===== config.mk =====
export PLATFORM = sky130hd
export DESIGN_NAME = kiwi_stream_arbiter
export DESIGN_NICKNAME = d
export VERILOG_FILES = /design/src/rtl/kiwi_arb_pkg.sv /design/src/rtl/kiwi_rr_picker.sv /design/src/rtl/kiwi_stream_arbiter.sv
export SDC_FILE = /design/constraint.sdc
export NUM_CORES = 1
export LEC_CHECK = 0
export ABC_AREA = 0
export CAP_MARGIN = 10
export CORE_ASPECT_RATIO = 2
export CORE_UTILIZATION = 31
export CTS_CLUSTER_SIZE = 8
export DETAILED_ROUTE_END_ITERATION = 12
export DONT_BUFFER_PORTS = 1
export PLACE_DENSITY = 0.56
export SLEW_MARGIN = 15
export SYNTH_ARGS = -nofsm -noshare
export SYNTH_HDL_FRONTEND = slang
export SYNTH_SLANG_ARGS = --single-unit
export TNS_END_PERCENT = 50

===== constraint.sdc =====
create_clock -name aclk -period 1.92 [get_ports aclk]
set_input_delay 0.288 -clock aclk [delete_from_list [all_inputs] [get_ports aclk]]
set_output_delay 0.288 -clock aclk [all_outputs]
set_load 0.01 [all_outputs]

===== src/rtl/kiwi_arb_pkg.sv =====
// Shared types, constants and helpers for the Kiwi stream arbiters.
// The optional header word (KIWI_ARB_HEADER_EN) uses HDR_MAGIC; the HEADER
// state is always declared so every build shares one state encoding.
package kiwi_arb_pkg;

  typedef enum logic [1:0] {
    IDLE   = 2'd0,
    HEADER = 2'd1,
    BURST  = 2'd2
  } arb_state_e;

  localparam logic [7:0] HDR_MAGIC = 8'hA5;

  // Widest request vector the round-robin search accepts.
  localparam int RR_MAX_SRC = 32;

  // Index of the first set bit in req[0..n-1] at or after ptr, wrapping
  // modulo n. found is cleared when no bit is set.
  function automatic int rr_search(input logic [RR_MAX_SRC-1:0] req,
                                   input int ptr,
                                   input int n,
                                   output logic found);
    int cand;
    found     = 1'b0;
    rr_search = 0;
    for (int k = 0; k < RR_MAX_SRC; k++) begin
      if (k < n && !found) begin
        cand = ptr + k;
        if (cand >= n) begin
          cand = cand - n;
        end
        if (req[cand[4:0]]) begin
          found     = 1'b1;
          rr_search = cand;
        end
      end
    end
  endfunction

endpackage


===== src/rtl/kiwi_rr_picker.sv =====
// Combinational round-robin pick: first set request at or after ptr,
// wrapping around N entries. Reusable by any Kiwi arbiter with N <= 32.
module kiwi_rr_picker
  import kiwi_arb_pkg::*;
#(
  parameter int N  = 3,
  parameter int IW = (N > 1) ? $clog2(N) : 1
) (
  input  logic [N-1:0]  req,
  input  logic [IW-1:0] ptr,
  output logic          found,
  output logic [IW-1:0] idx
);

  logic [RR_MAX_SRC-1:0] req_ext;
  logic                  hit;
  int                    pick;

  // Widen the request vector to the helper's fixed width and search it.
  always_comb begin
    req_ext        = '0;
    req_ext[N-1:0] = req;
    hit            = 1'b0;
    pick           = rr_search(req_ext, int'(ptr), N, hit);
    found          = hit;
    idx            = IW'(pick);
  end

endmodule


===== src/rtl/kiwi_stream_arbiter.sv =====
// Round-robin burst scheduler sharing one AXI4-Stream output between the
// RX FIFO (source 0) and the waterfall FIFOs. A source is granted only when
// it holds a full burst; each grant moves BURST_LEN words, the last with
// tlast, and tuser carries the granted index.
// Optional: define KIWI_ARB_HEADER_EN to prefix each burst with a header
// word {A5, source, per-source sequence number}.
module kiwi_stream_arbiter
  import kiwi_arb_pkg::*;
#(
  parameter int NUM_SRC    = 3,
  parameter int DATA_WIDTH = 32,
  parameter int CNT_WIDTH  = 16,
  parameter int BURST_LEN  = 16
) (
  input  logic                          aclk,
  input  logic                          reset,
  input  logic [NUM_SRC-1:0]            cfg_enable,
  input  logic [NUM_SRC*CNT_WIDTH-1:0]  s_fill,
  input  logic [NUM_SRC*DATA_WIDTH-1:0] s_axis_tdata,
  input  logic [NUM_SRC-1:0]            s_axis_tvalid,
  output logic [NUM_SRC-1:0]            s_axis_tready,
  output logic [DATA_WIDTH-1:0]         m_axis_tdata,
  output logic                          m_axis_tvalid,
  input  logic                          m_axis_tready,
  output logic                          m_axis_tlast,
  output logic [$clog2(NUM_SRC)-1:0]    m_axis_tuser,
  output logic                          sts_busy,
  output logic [31:0]                   sts_grants
);

  localparam int IDX_W = $clog2(NUM_SRC);
  localparam int WC_W  = $clog2(BURST_LEN);

  arb_state_e             state;
  logic [IDX_W-1:0]       rr_ptr;
  logic [IDX_W-1:0]       grant;
  logic [WC_W-1:0]        word_cnt;
  logic [NUM_SRC-1:0]     eligible;
  logic                   pick_found;
  logic [IDX_W-1:0]       pick_idx;
  logic                   sel_valid;
  logic [DATA_WIDTH-1:0]  sel_data;
  logic                   word_last;
  logic                   data_xfer;

`ifdef KIWI_ARB_HEADER_EN
  logic [15:0]            seq [NUM_SRC];
  logic [15:0]            sel_seq;
  logic [31:0]            hdr_word;
`endif

  // A source may be granted only when enabled and holding a whole burst.
  always_comb begin
    eligible = '0;
    for (int i = 0; i < NUM_SRC; i++) begin
      eligible[i] = cfg_enable[i] &&
                    (s_fill[i*CNT_WIDTH +: CNT_WIDTH] >= CNT_WIDTH'(BURST_LEN));
    end
  end

  kiwi_rr_picker #(
    .N  (NUM_SRC),
    .IW (IDX_W)
  ) u_picker (
    .req   (eligible),
    .ptr   (rr_ptr),
    .found (pick_found),
    .idx   (pick_idx)
  );

  // Select the granted source's stream signals (and its header sequence).
  always_comb begin
    sel_valid = 1'b0;
    sel_data  = '0;
`ifdef KIWI_ARB_HEADER_EN
    sel_seq   = '0;
`endif
    for (int i = 0; i < NUM_SRC; i++) begin
      if (grant == IDX_W'(i)) begin
        sel_valid = s_axis_tvalid[i];
        sel_data  = s_axis_tdata[i*DATA_WIDTH +: DATA_WIDTH];
`ifdef KIWI_ARB_HEADER_EN
        sel_seq   = seq[i];
`endif
      end
    end
  end

`ifdef KIWI_ARB_HEADER_EN
  assign hdr_word = {HDR_MAGIC, 8'(grant), sel_seq};
`endif

  assign word_last = (word_cnt == WC_W'(BURST_LEN - 1));
  assign data_xfer = (state == BURST) && sel_valid && m_axis_tready;
  assign sts_busy  = (state != IDLE);

  // Output stage: zero-latency pass-through of the granted source in BURST.
  always_comb begin
    m_axis_tvalid = 1'b0;
    m_axis_tdata  = '0;
    m_axis_tlast  = 1'b0;
    m_axis_tuser  = '0;
    s_axis_tready = '0;
    case (state)
      BURST: begin
        m_axis_tvalid = sel_valid;
        m_axis_tdata  = sel_data;
        m_axis_tlast  = word_last;
        m_axis_tuser  = grant;
        for (int i = 0; i < NUM_SRC; i++) begin
          if (grant == IDX_W'(i)) begin
            s_axis_tready[i] = m_axis_tready;
          end
        end
      end
`ifdef KIWI_ARB_HEADER_EN
      HEADER: begin
        m_axis_tvalid = 1'b1;
        m_axis_tdata  = DATA_WIDTH'(hdr_word);
        m_axis_tuser  = grant;
      end
`endif
      default: begin
      end
    endcase
  end

  // Arbitration FSM: pick in IDLE, optionally emit a header, count a burst.
  always_ff @(posedge aclk) begin
    if (reset) begin
      state      <= IDLE;
      rr_ptr     <= '0;
      grant      <= '0;
      word_cnt   <= '0;
      sts_grants <= '0;
`ifdef KIWI_ARB_HEADER_EN
      for (int i = 0; i < NUM_SRC; i++) begin
        seq[i] <= '0;
      end
`endif
    end else begin
      case (state)
        IDLE: begin
          if (pick_found) begin
            grant    <= pick_idx;
            word_cnt <= '0;
`ifdef KIWI_ARB_HEADER_EN
            state    <= HEADER;
`else
            state    <= BURST;
`endif
          end
        end
`ifdef KIWI_ARB_HEADER_EN
        HEADER: begin
          if (m_axis_tready) begin
            for (int i = 0; i < NUM_SRC; i++) begin
              if (grant == IDX_W'(i)) begin
                seq[i] <= seq[i] + 16'd1;
              end
            end
            state <= BURST;
          end
        end
`endif
        BURST: begin
          if (data_xfer) begin
            word_cnt <= word_cnt + WC_W'(1);
            if (word_last) begin
              rr_ptr     <= (grant == IDX_W'(NUM_SRC - 1)) ? '0 : grant + IDX_W'(1);
              sts_grants <= sts_grants + 32'd1;
              state      <= IDLE;
            end
          end
        end
        default: begin
          state <= IDLE;
        end
      endcase
    end
  end

endmodule


* Word level (Yosys, flattened, before mapping) *
Index checks and enable logic that the tools add are counted.

storage, ports and cells
  register bits = 42
  output and inout port bits = 72
  word-level logic and storage cells = 85

cells by class
  add/subtract/negate cells = 8
  order comparisons = 9
  equal/unequal tests = 7
  muxes and demuxes = 43
  reductions and logical operators = 13

operator list
  kind                                                                                   number
  32-bit 2-to-1 mux                                                                      4
  32-bit by 3-bit greater-or-equal comparator with 1-bit output (second input constant)  2
  16-bit by 5-bit greater-or-equal comparator with 1-bit output (second input constant)  3
  32-bit by 1-bit adder with 32-bit output (second input constant)                       1
  5-bit 2-to-1 mux                                                                       5
  2-bit 2-to-1 mux                                                                       10
  5-bit by 6-bit < comparator with 1-bit output (second input constant)                  3
  1-bit 2-to-1 mux                                                                       16
  1-bit binary-select mux with 5-bit select                                              3
  3-bit AND reduction                                                                    3
  4-bit 2-to-1 mux                                                                       2
  4-bit one-hot mux with 2 select lines                                                  1
  3-bit by 2-bit subtractor with 4-bit output (second input constant)                    2
  2-bit != test (second input constant)                                                  3
  1-bit logical AND                                                                      5
  4-bit by 1-bit adder with 4-bit output (second input constant)                         1
  2-bit == test (second input constant)                                                  2
  4-bit == test (second input constant)                                                  1
  2-bit logical NOT                                                                      2
  2-bit one-hot mux with 2 select lines                                                  1
  2-bit nonzero test                                                                     2
  2-bit by 1-bit adder with 3-bit output (second input constant)                         1
  2-bit by 2-bit adder with 3-bit output (second input constant)                         1
  3-bit 2-to-1 mux                                                                       1
  5 further kinds                                                                        5

* Depth between registers and ports, before layout *
Gate-level depths: netlist (run 1).

  depth after elaboration = 17
  mapped depth = 9
  mapped depth without buffers = 8

* By module *
A second synthesis (run 1) with hierarchy kept.

unflattened totals
  cells, all modules = 429
  area total of the unflattened synthesis = 3,194.3 µm²

modules (own cells, without submodules)
  module               instances  cells each  area an instance (µm²)  sequential area each (µm²)
  kiwi_stream_arbiter  1          395         2,931.6                 820.8
  kiwi_rr_picker       1          34          262.8                   0.0

* Worst setup path before layout (run 1) *
OpenSTA, ideal clock, no wires.

  kind = register to register
  from = reg rr_ptr[1]
  to = reg grant[1]
  library setup time = 0.060 ns
  arrival = 1.997 ns
  data required time = 1.860 ns
  slack = -0.138 ns
  cell stages (with the launch flop) = 8
  path buffers = 1
  period minus slack after synthesis = 2.058 ns
  cell sequence = dfxtp_1 > inv_1 > ha_1 > clkbuf_1 > nand2_1 > or4b_2 > a21oi_2 > o221a_1

between the ends
  longest elaborated chain between the ends = 10
  elaborated cells on any way between the ends = 30
  classes of those cells = 5 x add/sub; 3 x order compare; 21 x mux; 1 x reduce/logical

ends and longest elaborated chain
  element                                                                                                                              line                                    text
  start, declared                                                                                                                      kiwi_stream_arbiter.sv:35               logic [IDX_W-1:0] rr_ptr;
  start signal, assigned                                                                                                               kiwi_stream_arbiter.sv:170              rr_ptr <= (grant == IDX_W'(NUM_SRC - 1)) ? '0 : grant + IDX_W'(1);
  2-bit by 1-bit adder with 3-bit output                                                                                               kiwi_arb_pkg.sv:28                      cand = ptr + k;
  32-bit by 3-bit greater-or-equal comparator with 1-bit output / 3-bit by 2-bit subtractor with 4-bit output (equally long branches)  kiwi_arb_pkg.sv:29, kiwi_arb_pkg.sv:30
  5-bit 2-to-1 mux                                                                                                                     kiwi_arb_pkg.sv:29                      if (cand >= n) begin
  5-bit 2-to-1 mux                                                                                                                     kiwi_arb_pkg.sv:27                      if (k < n && !found) begin
  1-bit binary-select mux with 5-bit select                                                                                            kiwi_arb_pkg.sv:32                      if (req[cand[4:0]]) begin
  1-bit 2-to-1 mux (not written as such)                                                                                               kiwi_arb_pkg.sv:32
  2-bit 2-to-1 mux / 1-bit 2-to-1 mux (equally long branches)                                                                          kiwi_arb_pkg.sv:32
  2-bit 2-to-1 mux / 1-bit 2-to-1 mux (equally long branches)                                                                          kiwi_arb_pkg.sv:27
  2-bit 2-to-1 mux / 1-bit 2-to-1 mux (equally long branches)                                                                          kiwi_arb_pkg.sv:32, kiwi_arb_pkg.sv:27
  2-bit 2-to-1 mux / 2-bit AND reduction (equally long branches)                                                                       -
  end signal, assigned                                                                                                                 kiwi_stream_arbiter.sv:145              grant <= pick_idx;
  end, declared                                                                                                                        kiwi_stream_arbiter.sv:36               logic [IDX_W-1:0] grant;

Several ways; a longest one is shown, not always the timed one. The select of a mux whose other input is x is not followed.
A chain may end at the register's enable or synchronous reset.

* Final worst setup path (run 1) *
  from = reg word_cnt[1]
  to = reg sts_grants[29]

between the ends
  longest elaborated chain between the ends = 2

ends and longest elaborated chain
  element                        line                        text
  start, declared                kiwi_stream_arbiter.sv:37   logic [WC_W-1:0] word_cnt;
  start signal, assigned         kiwi_stream_arbiter.sv:168  word_cnt <= word_cnt + WC_W'(1);
  4-bit == test                  kiwi_stream_arbiter.sv:93   assign word_last = (word_cnt == WC_W'(BURST_LEN - 1));
  3-bit AND reduction (no line)  -
  end signal, assigned           kiwi_stream_arbiter.sv:171  sts_grants <= sts_grants + 32'd1;
  end, declared                  kiwi_stream_arbiter.sv:28   output logic [31:0] sts_grants

Every way passes these cells.

==> out/qor.yml, run 1 <==
timing:
  period_needed_ns: 1.98
  max_clock_freq_mhz: 504
  worst_slack_ns: -0.0639
  rsz0062_at_grt: "yes"
  worst_pin_slew_ns: 0.498
  finalHoldViolCount: 0
  finalSetupViolCount: 12
  finalClockSkew_ns: 0.00308
  period_share_pct: 103
  slew_violations: 0
  relSlewSlack_pct: 66.7
synth:
  yosys_warnings: 0
  synthTopCellsByCount: "94 x nor2_1, 41 x dfxtp_1, 39 x a21oi_1"
  synth_compound_area_share_pct: 16.1
  syn_avg_cell_area_um2: 7.66
  synth_edf_count: 0
  yosys_register_bits: 41
  synthCells: 410
  ys_async_sr_fraction_pct: 0
  synth_area_um2: 3140
  synth-main-ff-cell: "dfxtp_1"
  synth_top_family_by_area: "simple AND/OR/NAND/NOR gates"
  synth_most_common_cell: "nor2_1"
  synthMuxAreaShare_pct: 11.6
  synth_fa_ha_area_share_pct: 2.79
  yosysTopAreaCell: "dfxtp_1"
  yosys.area.top_type_share_pct: 26.1
  synth-xor-area-share_pct: 6.70
  seq_area_frac_synth_pct: 26.1
  yosysUniqueCellTypes: 55
  synth_area_leaders: "dfxtp_1 26%, nor2_1 11%, mux2i_1 11%"
  synth_fp_nets: 570
  synth-simple-area-share_pct: 32.6
finish:
  final_core_util_pct: 43.8
  multiInputGateArea_um2: 2480
  final_area_um2: 4280
  seqCellArea_um2: 852
  layout-drive-gt1-share_pct: 31.5
  layout.nets: 623
  diodes: 0
  synthToLayoutAreaGrowth_pct: 36.3
  fill_cells: 968
grt:
  grt_pass1_wl_um: 14100
  grt_max_degree: 44
  antenna_found_initial: 0
  grt_util_met3_pct: 3.21
  grt_pass1_vias: 2996
  grtUsageTotal_pct: 17.6
  gr-max-usage-layer: "met2"
  grt_use_met1_pct: 15.2
  grt-ovfl-total: 0
  grt_use_met2_pct: 35.6
pwr:
  vdd.ir_drop.worst_mv: 0.629
  p_per_area_nw_per_um2: 493
  p_leak_uw: 0.00156
die:
  initial_core_util_pct: 32.2
  io_pins: 225
  core_area_um2: 9760
  die_h_um: 144
  dieArea_um2: 10600
  die_width_um: 73.2
  std_cell_rows: 51
setup_path:
  worstPathArrival_ns: 2.21
  cp_slowest_cell: "dfxtp_4"
  crit_path_end_kind: "flip-flop"
  critPathMaxFanout: 5
  worstPathCellList: "ha_4 > nand4_1 > buf_6 > inv_4 > nand4_1 > nor4_4 > buf_4 > buf_12 > nand4_1 > xor2_1 > nor2_1"
  path_common_cell: "nand4_1"
  required_ns: 2.14
  criticalPathCategory: "flip-flop to flip-flop"
  slowest_delay_ns: 0.36
  start_kind: "flip-flop"
clocking:
  numCtsBuffers: 5
  htreeDepth: 2
  cts_root_buffer: "clkbuf_16"
  cts_hold_repair.buffers: 0
  clk_pin_slew_ns: 0.06
  worstSkewPairLatency_ns: 0.28
  cts_tree: "built"
  ctsLongestPathBuffers: 2
  cts_sinks: 41
place:
  place_ws_ns: -0.209
  dpl-instance-area_um2: 3690
  dpl.hpwl_um: 7840
  globalplace.congestion: 0.887
  port_buffers: 0
routing:
  drtIter0Drc: 59
  wl_per_cell_um: 18.0
  drt-total-wl_um: 10700
  route.detailed.drc: 0
  first_pass_iters: 4
  viasPerCell: 5.59
  num_vias: 3329
  detail-route-antenna-nets: 0
hold_path:
  hold_path.class: "input pin to flip-flop"
outcome:
  status: "finished, violations left"
  violations: "negative setup slack"
job:
  maxCapViolCount: 0
==> stage by stage <==
| stage | setup TNS, ns | hold WS, ns | instances | power [uW] |
|---|---|---|---|---|
| 6_report | -0.341 | 0.0728 | 596 | 2110 |
| 5_1_grt | -2.11 | 0.0495 | 596 | 2200 |
| 4_1_cts | -0.00941 | 0.0538 | 586 | 2120 |
| 3_5_place_dp | -2.50 | 0.359 | 573 | 1280 |
| 3_3_place_gp | -1.51 | 0.360 | 573 | 1270 |
| 2_1_floorplan | -0.0729 | 0.455 | 410 | 1190 |
==> logic make-up (layout without fill, tap and decap cells) <==
group / after synthesis / in the layout
buffers and inverters: 32 / 86
adder cells (fa/ha/maj): 7 / 7
multiplexers: 36 / 36
AND/OR/NAND/NOR: 200 / 200
AO/OA/AOI/OAI: 70 / 70
flip-flops: 41 / 41
XOR/XNOR: 24 / 24
==> layer usage <==
| metal | vias to the layer above | part of all wire (%) |
|---|---|---|
| li1 | 1562 | - |
| met1 | 1570 | 33 |
| met2 | 171 | 56 |
| met3 | 26 | 6.3 |
| met4 | 0 | 4.2 |
| met5 | - | 0 |
==> area by class of cell <==
type,instances,area share [%]
multi-input cells,337,58.0
flip-flops and latches,41,19.9
repair buffers,68,14.0
well taps,132,3.86
clock buffers,8,3.19
inverters,10,1.05
==> state kept, by name (all words and copies together) (netlist names) <==
signal and cells:
state 1, sts_grants 32, grant 2, rr_ptr 2
word_cnt 4
==> path summary, 6_finish.rpt <==
path	startpoint	end	slack, ns	cells after the start
setup reg to reg	word_cnt[1]	sts_grants[29]	-0.06	11
setup / recovery	word_cnt[1]	sts_grants[29]	-0.06	11
hold / removal	reset	sts_grants[27]	0.07	1
hold reg to reg	rr_ptr[0]	rr_ptr[0]	0.48	2
==> cell usage in the layout, fill, tap and decap left out, types with 3 or more instances in the layout <==
cell type	instances
dfxtp_2	7
mux2i_1	31
clkbuf_1	3
and4_1	4
ha_4	6
inv_1	5
and2_1	3
buf_4	58
o211ai_1	5
a21oi_1	37
nor2b_1	4
nor3_1	4
o31ai_4	4
xnor2_1	5
or4_4	5
inv_4	3
nor2_1	92
nand4_1	16
nand2_2	3
dfxtp_1	28
nand2_1	27
o21ai_0	3
dfxtp_4	6
or4_1	9
buf_6	4
nand3_1	7
clkbuf_16	6
xor2_1	19
==> timing repair <==
item | CTS | global route
buffers inserted | 4 | 8
cloned | 1 | 2
setup endpoints to repair | 46 | 43
pin swaps | 11 | 28
gates resized for setup | 33 | 36
==> worst max-delay path, delay by kind of cell, from the launching register on <==
family	cells	cell delay, ns
XOR/XNOR	1	0.17
adder cells (fa/ha/maj)	1	0.14
buffers and inverters	4	0.49
flip-flops	1	0.36
AND/OR/NAND/NOR	5	0.76
==> where the power goes <==
group	internal, uW	switching [uW]	total, uW
logic	183	256	439
registers	851	11.4	862
clock network	483	323	807
total	1520	591	2110
Power figures use the tool's default switching activity.
==> run 2: changes to the inputs <==
--- a/config.mk
+++ b/config.mk
@@ -6,13 +6,14 @@
 export NUM_CORES = 1
 export LEC_CHECK = 0
 export ABC_AREA = 0
+export BUFFER_PORTS_ARGS = -buffer_cell sky130_fd_sc_hd__buf_2
 export CAP_MARGIN = 10
 export CORE_ASPECT_RATIO = 2
+export CORE_MARGIN = 2
 export CORE_UTILIZATION = 31
 export CTS_CLUSTER_SIZE = 8
 export DETAILED_ROUTE_END_ITERATION = 12
-export DONT_BUFFER_PORTS = 1
-export PLACE_DENSITY = 0.56
+export PLACE_DENSITY = 0.76
 export SLEW_MARGIN = 15
 export SYNTH_ARGS = -nofsm -noshare
 export SYNTH_HDL_FRONTEND = slang
==> run 2 against run 1 <==
Net effect: the run still ends with negative setup slack left; critical path depth decreased by 1; sequential share of layout area decreased by 3.6 points; non-clock buffer count increased by 204; flip-flop and latch count unchanged; cell area increased by 22%; die area increased by 4.2%; critical path type unchanged.
==> out/qor.yml, run 2 (synthesized netlist as in run 1, its figures left out) <==
setup_path:
  path_common_cell: "buf_4"
  required_ns: 2.09  # -0.05 ns
  critPathMaxFanout: 6  # +1
  crit_path_end_kind: "flip-flop"
  start_kind: "flip-flop"
  critPathTopFamily: "compound AO/OA/AOI/OAI gates"
  worstPathArrival_ns: 2.17  # -0.04 ns
  worst-path-buf-inv: 3  # -1
  criticalPathCategory: "flip-flop to flip-flop"
  slowest_delay_ns: 0.37  # about the same
  worstPathCellList: "buf_6 > ha_4 > buf_4 > mux2i_2 > o31ai_4 > o32ai_4 > nor3_4 > buf_4 > o31a_1 > o21a_1"
  cp_slowest_cell: "dfxtp_4"
routing:
  detail-route-antenna-nets: 0  # unchanged
  route.detailed.drc: 0  # unchanged
  drtIter0Drc: 77  # +31%
  viasPerCell: 5.10  # -8.7%
  wl_per_cell_um: 15.1  # -16%
  first_pass_iters: 4  # unchanged
  num_vias: 4097  # +23%
  drt-total-wl_um: 12100  # +13%
finish:
  top_register: "sts_grants"
  final_area_um2: 5230  # +22%
  diodes: 0  # unchanged
  synthToLayoutAreaGrowth_pct: 66.6
  layout_commonest_cell: "buf_2"
  layout.nets: 827  # +33%
  largest_registers: "sts_grants x32, word_cnt x4"
  final_cell_mix: "210 x buf_2, 93 x nor2_1, 51 x buf_4"
  layout-drive-gt1-share_pct: 51.6  # +20 points
  largest_reg_flops: 32  # unchanged
place:
  port_buffers: 212  # +212
  globalplace.congestion: 0.858  # -3.2%
  dpl.hpwl_um: 9180  # +17%
  place_ws_ns: -0.430  # -0.221 ns
  dpl-instance-area_um2: 4740  # +28%
timing:
  period_needed_ns: 1.99  # +0.0108 ns
  finalSetupViolCount: 3  # -9
  slew_violations: 0  # unchanged
  max_clock_freq_mhz: 501  # -0.54%
  period_share_pct: 104  # +0.56 points
  hold_ws_ns: 0.489  # +0.416 ns
  worst_slack_ns: -0.0747  # -0.0108 ns
  finalClockSkew_ns: 0.00332  # +0.000238 ns
  relSlewSlack_pct: 61.7  # -4.9 points
  worst_pin_slew_ns: 0.574  # +0.0761 ns
  finalHoldViolCount: 0  # unchanged
  rsz0062_at_grt: "yes"
clocking:
  numCtsBuffers: 5  # unchanged
  clk_pin_slew_ns: 0.06  # about the same
  worstSkewPairLatency_ns: 0.28  # about the same
  cts_tree: "built"
  cts_hold_repair.buffers: 0  # unchanged
  cts_sinks: 41  # unchanged
  htreeDepth: 2  # unchanged
  ctsLongestPathBuffers: 2  # unchanged
  cts_root_buffer: "clkbuf_16"
die:
  std_cell_rows: 52  # +2.0%
  core_area_um2: 10000  # +2.6%
  io_pins: 225  # unchanged
  die_width_um: 75.2  # +2.7%
  dieArea_um2: 11000  # +4.2%
  initial_core_util_pct: 31.3  # -0.82 points
  die_h_um: 146  # +1.4%
hold_path:
  hold_path.class: "input pin to flip-flop"
grt:
  grtUsageTotal_pct: 19.8  # +2.2 points
  antenna_found_initial: 0  # unchanged
  grt-ovfl-total: 0  # unchanged
  grt_max_degree: 36  # -18%
  grt_pass1_vias: 3847  # +28%
  grt_pass1_wl_um: 17400  # +23%
outcome:
  status: "finished, violations left"
  violations: "negative setup slack"
pwr:
  vdd.ir_drop.worst_mv: 0.658  # +4.6%
  p_per_area_nw_per_um2: 450  # -8.6%
  p_leak_uw: 0.00245  # +57%
job:
  maxCapViolCount: 0  # unchanged
==> run 2: changes by cell type in the layout (fill, tap and decap cells not counted), moves of 3 or more <==
cell     delta
dfxtp_2     +3
buf_2     +209
buf_4       -7
nand3_1     +3
==> run 2: worst register-to-register path: stages (launching register included) <==
cell and delay, ns:
dfxtp_4 0.37, buf_6 0.13, ha_4 0.15, buf_4 0.16, mux2i_2 0.21, o31ai_4 0.13, o32ai_4 0.16, nor3_4 0.11
buf_4 0.15, o31a_1 0.22, o21a_1 0.10
==> run 2: worst paths after layout <==
kind,start,endpoint,slack (ns),cells after the start
worst min register to register,rr_ptr[0],rr_ptr[0],0.50,2
worst max-delay path,rr_ptr[1],grant[0],-0.07,10
worst max register to register,rr_ptr[1],grant[0],-0.07,10
worst min-delay path,reset,sts_grants[29],0.49,2
==> run 2: layout make-up <==
type,count,area [um^2]
flip-flops and latches,41,852
fillers,955,4790
repair buffers,272,1600
inverters,10,40.0
multi-input cells,337,2420
clock buffers,8,146
well taps,135,169
==> run 2: power by group <==
part	switching, uW	internal, uW
logic	327	323
clock network	326	519
registers	10.1	851
==> run 2: routing by layer <==
metal | vias to the layer above | GRT usage, % | routed length, um
li1 | 1969 | - | -
met1 | 1914 | 17.6 | 4060
met2 | 183 | 39.9 | 6790
met3 | 31 | 3.45 | 893
met4 | 0 | 8.25 | 381
met5 | - | 0 | 0
==> run 2: timing repair <==
action                                  4_1_cts  5_1_grt
endpoints found under the setup margin       29       52
cloned                                        1        0
buffers inserted                              4        6
resized for setup                            21       39
pin swaps                                     9       25
==> run 2: stage by stage <==
step / TNS (ns) / util, % / power (uW) / cells
6_report: -0.172 / 52.2 / 2350 / 803
5_1_grt: -1.71 / 52.2 / 2460 / 803
3_3_place_gp: -1.43 / 47.3 / 1470 / 784
3_5_place_dp: -2.64 / 47.3 / 1490 / 784
4_1_cts: -0.0404 / 50.1 / 2340 / 797
2_1_floorplan: -0.0729 / - / 1190 / 410
==> run 3: changes to the inputs <==
--- a/config.mk
+++ b/config.mk
@@ -13,7 +13,7 @@
 export CORE_UTILIZATION = 31
 export CTS_CLUSTER_SIZE = 8
 export DETAILED_ROUTE_END_ITERATION = 12
-export PLACE_DENSITY = 0.76
+export PLACE_DENSITY = 0.74
 export SLEW_MARGIN = 15
 export SYNTH_ARGS = -nofsm -noshare
 export SYNTH_HDL_FRONTEND = slang
==> constraint.sdc (replaced) <==
create_clock -name aclk -period 2.5 [get_ports aclk]
set_input_delay 0.375 -clock aclk [delete_from_list [all_inputs] [get_ports aclk]]
set_output_delay 0.375 -clock aclk [all_outputs]
set_load 0.01 [all_outputs]
==> run 3 against run 2 <==
Net effect: the run now ends clean; largest power group is now the clock network; highest routed layer unchanged; flip-flop and latch count unchanged; sequential power down 22%; via count down 6.9%; routed wire length down 13%; utilization down 7.0 points; clock power down 9.2%.
==> out/qor.yml, run 3 (synthesized netlist as in run 1, its figures left out) <==
routing:
  viasPerCell: 5.08  # -0.41%
  num_vias: 3816  # -6.9%
  wl_per_cell_um: 14.1  # -6.6%
  drt-total-wl_um: 10600  # -13%
  detail-route-antenna-nets: 0  # unchanged
  first_pass_iters: 4  # unchanged
  route.detailed.drc: 0  # unchanged
  drtIter0Drc: 116  # +51%
setup_path:
  critPathMaxFanout: 7  # +1
  ff2ff_path_depth: 6  # -4
  regToRegSetupSlack_ns: 0.23  # +0.30 ns
  r2r-start: "rr_ptr[1]"
  criticalPathCategory: "flip-flop to flip-flop"
  required_ns: 2.73  # +0.64 ns
  start_kind: "flip-flop"
  crit_path_end_kind: "flip-flop"
  worstPathArrival_ns: 2.51  # +0.34 ns
  r2r_end: "grant[1]"
timing:
  hold_ws_ns: 0.456  # -0.0332 ns
  finalHoldViolCount: 0  # unchanged
  finalClockSkew_ns: 0.00759  # +0.00428 ns
  finalSetupViolCount: 0  # -3
  relSlewSlack_pct: 58.0  # -3.7 points
  worst_pin_slew_ns: 0.626  # +0.0523 ns
  max_clock_freq_mhz: 440  # -12%
  slew_violations: 0  # unchanged
  period_share_pct: 90.9  # -13 points
  setup-tns-final_ns: 0  # +0.172 ns
  rsz0062_at_grt: "no"
  worst_slack_ns: 0.228  # +0.302 ns
  period_needed_ns: 2.27  # +0.278 ns
clocking:
  clk_pin_slew_ns: 0.06  # about the same
  ctsLongestPathBuffers: 2  # unchanged
  numCtsBuffers: 5  # unchanged
  cts_tree: "built"
  cts_hold_repair.buffers: 0  # unchanged
  cts_root_buffer: "clkbuf_16"
  cts_resized: 0  # -100%
  cts_sinks: 41  # unchanged
  post_cts_buffers: 0  # -4
  worstSkewPairLatency_ns: 0.29  # about the same
  htreeDepth: 2  # unchanged
place:
  port_buffers: 212  # unchanged
  dpl.hpwl_um: 8720  # -5.0%
  place_ws_ns: 0.0158  # +0.446 ns
  globalplace.congestion: 0.911  # +6.1%
finish:
  synthToLayoutAreaGrowth_pct: 44.3
  layout_commonest_cell: "buf_2"
  largest_reg_flops: 32  # unchanged
  layout-drive-gt1-share_pct: 40.7  # -11 points
  fill_cells: 1038  # +8.7%
  diodes: 0  # unchanged
  final_cell_mix: "212 x buf_2, 94 x nor2_1, 40 x dfxtp_1"
  layout.nets: 775  # -6.3%
  largest_registers: "sts_grants x32, word_cnt x4"
  top_register: "sts_grants"
  seqCellArea_um2: 822  # -3.5%
  multiInputGateArea_um2: 2190  # -9.4%
hold_path:
  whs_path_depth: 2  # unchanged
  hp-start: "reset"
  holdPathEnd: "sts_grants[23]"
  hold_path.class: "input pin to flip-flop"
grt:
  antenna_found_initial: 0  # unchanged
  grt-ovfl-total: 0  # unchanged
  grt_pass1_vias: 3790  # -1.5%
  grtUsageTotal_pct: 19.4  # -0.42 points
  grt_max_degree: 38  # +5.6%
  grt_pass1_wl_um: 16800  # -3.6%
pwr:
  vdd.ir_drop.worst_mv: 0.283  # -57%
  p_per_area_nw_per_um2: 414  # -8.1%
  p_leak_uw: 0.00214  # -13%
die:
  std_cell_rows: 52  # unchanged
  die_h_um: 146  # unchanged
  core_area_um2: 10000  # unchanged
  dieArea_um2: 11000  # unchanged
  io_pins: 225  # unchanged
  initial_core_util_pct: 31.3  # unchanged
  die_width_um: 75.2  # unchanged
job:
  maxCapViolCount: 0  # unchanged
outcome:
  status: "finished clean"
[run 3: cell types whose count changed in the layout (fill, tap and decap cells not counted), sizes merged]
| cell | before | now |
|---|---|---|
| clkinvlp | 0 | 1 |
| clkbuf | 8 | 6 |
| bufinv | 0 | 1 |
| buf | 272 | 220 |
[run 3: through the flow]
stage / std cells / area (um^2) / util [%] / total power, uW
after floorplan: 410 / 3140 / - / 919
after global placement: 743 / 4350 / 43.5 / 1120
after detailed placement: 743 / 4350 / 43.5 / 1120
after CTS: 751 / 4530 / 45.2 / 1900
after global routing: 751 / 4530 / 45.2 / 1970
final: 751 / 4530 / 45.2 / 1870
[run 3: final cells by class]
cell class	count	share of cell area, %
clock buffers	6	3.07
well taps	135	3.73
inverters	10	0.828
repair buffers	220	25.0
clock inverters	2	0.828
multi-input cells	337	48.4
flip-flops and latches	41	18.1
[run 3: power by group]
part | internal, uW | switching, uW
logic | 209 | 232
registers | 658 | 9.34
clock network | 498 | 268
total | 1370 | 509
[run 3: worst max-delay path by stage]
stage               slack (ns)  cells past startpoint       end       start
floorplan                 0.43                      6  grant[1]  s_fill[15]
global placement           0.1                      7  grant[0]  s_fill[41]
detailed placement        0.02                      7  grant[0]  s_fill[41]
CTS                       0.21                      6  grant[1]   rr_ptr[1]
global route              0.02                      6  grant[1]   rr_ptr[1]
finish                    0.23                      6  grant[1]   rr_ptr[1]
[run 3: metal layers]
layer,up-vias,wire length (um),global-route usage (%)
met2,190,5560,35.9
met3,29,851,2.90
met5,-,0,0
li1,1859,-,-
met1,1738,3810,20.1
met4,0,376,9.30
[run 3: worst max-delay path: stages (launching register included)]
cell and delay [ns]:
dfxtp_1 0.42, inv_1 0.10, ha_1 0.38, inv_1 0.07, or4b_2 0.76, a21oi_2 0.28, o221a_1 0.21
